--- config.mk ---
export PLATFORM = sky130hd
export DESIGN_NAME = down_counter_timer
export DESIGN_NICKNAME = d
export VERILOG_FILES = /design/src/rtl/down_counter_timer.sv
export SDC_FILE = /design/constraint.sdc
export NUM_CORES = 1
export LEC_CHECK = 0
export BUFFER_PORTS_ARGS = -buffer_cell sky130_fd_sc_hd__buf_4
export CORE_MARGIN = 10
export CORE_UTILIZATION = 50
export CTS_CLUSTER_DIAMETER = 150
export DETAILED_ROUTE_END_ITERATION = 16
export PLACE_DENSITY = 0.87
export REMOVE_ABC_BUFFERS = 1
export SYNTH_ARGS = -nofsm -noshare
export SYNTH_HDL_FRONTEND = slang
export SYNTH_SLANG_ARGS = --single-unit
--- constraint.sdc ---
create_clock -name clk -period 2.4 [get_ports clk]
set_input_delay 0.48 -clock clk [delete_from_list [all_inputs] [get_ports clk]]
set_output_delay 0.48 -clock clk [all_outputs]
set_load 0.05 [all_outputs]
--- src/rtl/down_counter_timer.sv ---
// down_counter_timer: loadable down counter with IDLE/RUN/DONE control and terminal-count pulse.
// Define DOWN_COUNTER_TIMER_RELOAD_EN to enable periodic auto-reload through the periodic port.
module down_counter_timer #(
  parameter int nBits = 27
) (
  input  logic             clk,
  input  logic             rst,
  input  logic             load,
  input  logic [nBits-1:0] load_value,
  input  logic             start,
  input  logic             stop,
  input  logic             en,
  input  logic             periodic,
  output logic [nBits-1:0] counter,
  output logic             tc,
  output logic             busy,
  output logic             done
);
  typedef enum logic [1:0] {IDLE, RUN, DONE} state_t;
  state_t state;
  logic [nBits-1:0] reload;
  logic auto_reload;
`ifdef DOWN_COUNTER_TIMER_RELOAD_EN
  assign auto_reload = periodic && reload != '0;
`else
  logic unused_periodic;
  assign unused_periodic = periodic;
  assign auto_reload = 1'b0;
`endif
  assign busy = state == RUN;
  assign done = state == DONE;
  always_ff @(posedge clk) begin
    if (rst) begin
      state   <= IDLE;
      counter <= '0;
      reload  <= '0;
      tc      <= 1'b0;
    end else if (load) begin
      state   <= IDLE;
      counter <= load_value;
      reload  <= load_value;
      tc      <= 1'b0;
    end else begin
      tc <= 1'b0;
      case (state)
        RUN:
          if (stop) state <= IDLE;
          else if (en && counter > 1) counter <= counter - 1'b1;
          else if (en && counter != '0) begin
            tc      <= 1'b1;
            counter <= auto_reload ? reload : '0;
            state   <= auto_reload ? RUN : DONE;
          end
        IDLE:
          if (start) begin
            state <= counter != '0 ? RUN : DONE;
            tc    <= counter == '0;
          end
        default:
          if (start) begin
            counter <= reload;
            state   <= reload != '0 ? RUN : DONE;
            tc      <= reload == '0;
          end
      endcase
    end
  end
endmodule

; ---- Word level (Yosys, flattened, before mapping)
; Index checks and enable logic that the tools add are counted.
[classes]
n_reduce_logical = 12
addsub = 1
n_mux = 20
eq_ne = 8
n_lt_le_gt_ge = 1
[ops]
columns = operator, count
row1 = 27-bit two-way mux, 5
row2 = 27-bit zero test, 2
row3 = 27-bit one-hot mux with 2 select lines, 1
row4 = 27-bit nonzero test, 2
row5 = 27-bit by 1-bit > comparator with 1-bit output (second input constant), 1
row6 = 27-bit by 1-bit subtractor with 27-bit output (second input constant), 1
row7 = 2-bit two-way mux, 7
row8 = 4-bit AND reduction, 2
row9 = 3-bit inequality test (second input constant), 2
row10 = 1-bit two-way mux, 5
row11 = 2-bit inequality test (second input constant), 2
row12 = 4-bit by 2-bit inequality test with 1-bit output (second input constant), 1
row13 = 2-bit one-hot mux with 2 select lines, 1
row14 = 3-bit by 2-bit inequality test with 1-bit output (second input constant), 1
row15 = 3-bit nonzero test, 1
row16 = 2-bit by 1-bit == test with 1-bit output (second input constant), 1
row17 = 2-bit == test (second input constant), 1
row18 = 1-bit logical AND, 2
row19 = 2-bit zero test, 1
row20 = 1-bit one-hot mux with 2 select lines, 1
row21 = 2-bit nonzero test, 1
row22 = 2-bit OR reduction, 1
[totals]
inputBits = 34
elab_cells = 46
ff_bits = 57

; ---- Longest topological paths before layout
[depth]
ltp_word = 7
mapped_depth = 9
mapped_depth_nobuf = 7

; ---- Worst setup path before layout
; OpenSTA, ideal clock, no wires.
[synth_timing]
path_type = register to register
startpoint = register counter[8]
endpoint = register counter[14]
arrival_ns = 2.588
setup_time_ns = 0.117
path_slack_ns = -0.305
stages_incl_launch_ff = 9
synth_period_minus_slack_ns = 2.705
cell_sequence = dfxtp_1 buf_6 or3_4 nor4b_4 a31oi_1 o41ai_4 nor2_1 buf_2 a32o_1
[synth_via]
elab_chain_len = 6
elab_cells_between_ends = 11
[synth_rtl]
columns = item, line
row1 = from (decl), 14  ; output logic [nBits-1:0] counter,
row2 = from (signal assigned), 40  ; counter <= load_value;
row3 = from (signal assigned), 48  ; else if (en && counter > 1) counter <= counter - 1'b1;
row4 = from (signal assigned), 51  ; counter <= auto_reload ? reload : '0;
row5 = 27-bit by 1-bit > comparator with 1-bit output, 48
row6 = 1-bit logical AND, 48
row7 = 27-bit two-way mux, 48
row8 = 27-bit two-way mux, 47  ; if (stop) state <= IDLE;
row9 = 27-bit one-hot mux with 2 select lines, 45  ; case (state)
row10 = 27-bit two-way mux, 38  ; end else if (load) begin
; Several ways; a longest one is shown, not always the timed one. The select of a mux whose other input is x is not followed.
; A chain may end at the register's enable or synchronous reset.

; ---- Worst setup path in the final report
[layout_timing]
startpoint = register counter[20]
endpoint = register counter[19]
; Same word-level chain as after synthesis.

==> flow_metrics.tcl <==
set metrics [dict create \
    outcome "finished, final reports clean" \
    die_y_um 101 \
    drt_iter0_drc 372 \
    post-route-period-util 0.972 \
    crit_required_ns 2.69 \
    fin_crit_ns 2.33 \
    num-nets-final 504 \
    final_common_cell "buf_4" \
    die_x_um 101 \
    rsz0062_at_grt "true" \
    worstHoldPathType "input pin to flop" \
    avgRoutedWirePerCell_um 19.5 \
    holdWs_ns 0.373 \
    synth_seq_cells 57 \
    synth-main-ff-cell "dfxtp_1" \
    drv_slew 0 \
    ir_worst_vdd_mv 0.448 \
    grt_use_total 0.207 \
    ys_async_sr_fraction 0 \
    vias 3557 \
    grt_pass1_wl_um 17100 \
    final_cell_mix "buf_4, dfxtp_1, nor2_1, mux2i_1, nand2_1" \
    root_buffer "clkbuf_8" \
    ys_types 58 \
    cts_tree "built" \
    mappedNetlistArea_sq_um 3260 \
    start_kind "flop" \
    die-area_sq_um 10200 \
    worstPathArrival_ns 2.63 \
    preCtsSetupSlack_ns 0.0768 \
    antenna_found_initial 0 \
    cts_htree_levels 3 \
    gp_congestion 0.927 \
    tritoncts_num_sinks 57 \
    grt_overflow 0 \
    synth.largest_area_cell "dfxtp_1" \
    first_pass_iters 6 \
    drtAntennaViolNets 0 \
    finalClockSkew_ns 0.00892 \
    drive_gt1_frac 0.295 \
    leakagePower_nw 1.86 \
    drcViolationCount 0 \
    grt_pass1_vias 3446 \
    worstSetupEndpointType "flop" \
    grt_max_degree 36 \
    synth-edff-count 0 \
    cts_resized 0 \
    post_cts_buffers 0 \
    n_antenna_cell 0 \
    placed_cells 533 \
    crit_path_max_fanout 35 \
    finalHoldViolCount 0 \
    powerDensity_nw_per_um2 659 \
    yosysSeqAreaShare 0.350 \
    maxCapViolCount 0 \
    syn_avg_cell_area_sq_um 8.65 \
    totalWireLength_um 10700 \
    rows 29 \
    instances_no_fill 548 \
    cts.clk_slew.worst_paths_ns 0.07 \
    numPortBuffers 62 \
    cts_buffer_depth 2 \
    layout_setup_ws_ns 0.0673 \
    core_region_area_sq_um 6350 \
    setup_viol 0 \
    clk_latency_ns 0.35 \
    yosys_warnings 0 \
    ioPinCount 64 \
    crit_type "flop to flop" \
    yosys.area.top_type_share 0.350 \
    slew-limit-headroom 0.560 \
    yosys-top-cells-area "dfxtp_1, mux2i_1, nor2_1" \
    final_util 0.672 \
    holdBufCountCts 0 \
    via_per_inst 6.49 \
    syn_to_final_growth_pct 30.9 \
    syn_inst 377 \
    max_freq_mhz 429 \
    cts_buffers 9 \
    dpl.hpwl_um 7820 \
    tightest_slew_ns 0.655 \
    initial_core_util 0.514 \
]
kinds of logic after synthesis:
family	count (synthesis)	share of synthesized area
buf+inv	33	0.0487
flops	57	0.350
xor+xnor	6	0.0161
simple gates	134	0.206
fa+ha+maj	3	0.0115
compound gates	118	0.288
mux	26	0.0798
metal layers:
metal,global-route usage,vias to the layer above,routed length [um],share of wire
met4,0.0946,0,274,0.026
met2,0.337,191,5120,0.48
met1,0.253,1693,4390,0.41
met5,0,-,0,0
li1,-,1643,-,-
met3,0.0439,30,874,0.082
report_power, final:
part	leakage (nW)	internal [W]	switching (W)
clock	0.112	0.000585	0.000389
combinational	1.28	0.000309	0.000471
sequential	0.469	0.00101	0.0000516
area by class of cell:
class                           instances  area [sq um]
Fill cell                             501          2080
Inverter                                9          33.8
Timing Repair Buffer                  103           786
Tap cell                               77          96.3
Multi-Input combinational cell        287          2000
Clock inverter                          2          35.0
Clock buffer                           13           179
Sequential cell                        57          1140
path summary, 6_finish.rpt:
kind                                     start     endpoint  slack (ns)  depth (start not counted)
worst max register to register     counter[20]  counter[19]        0.07                          7
worst max-delay path               counter[20]  counter[19]        0.07                          7
worst min register to register       reload[6]    reload[6]        0.51                          2
worst min-delay path            load_value[25]   reload[25]        0.37                          3
per-stage QoR:
stage               power, W  TNS (ns)  cell area, sq um
finish               0.00281         0              4270
global route         0.00291   -0.0926              4270
CTS                  0.00279         0              4230
detailed placement   0.00183         0              4020
global placement     0.00181         0              4020
floorplan            0.00151    -11.95              3140
synthesized netlist by cell type (all sizes together), types with 3 or more instances:
master / count
o22ai: 10
nor4: 13
o41ai: 8
a22o: 12
nand3: 11
inv: 8
o21ai: 10
a311oi: 3
o211ai: 6
o31ai: 10
a21oi: 15
and3: 3
nand2: 20
a211oi: 4
ha: 3
a22oi: 16
dfxtp: 57
buf: 11
or3: 8
a222oi: 4
mux2i: 26
xnor2: 4
nor2: 52
nor3: 13
clkbuf: 13
sequential cells by signal (all words and copies together) (netlist names):
| register | flops |
|---|---|
| tc | 1 |
| state | 2 |
| counter | 27 |
| reload | 27 |
worst max-delay path: stages (launching register included):
cell     delay [ns]
dfxtp_1        0.37
nor3_1         0.47
and3_1         0.28
a31oi_1        0.17
o41a_1         0.45
buf_12         0.20
o22ai_1        0.17
a22o_1         0.16
(Power assumes the default switching activity.)
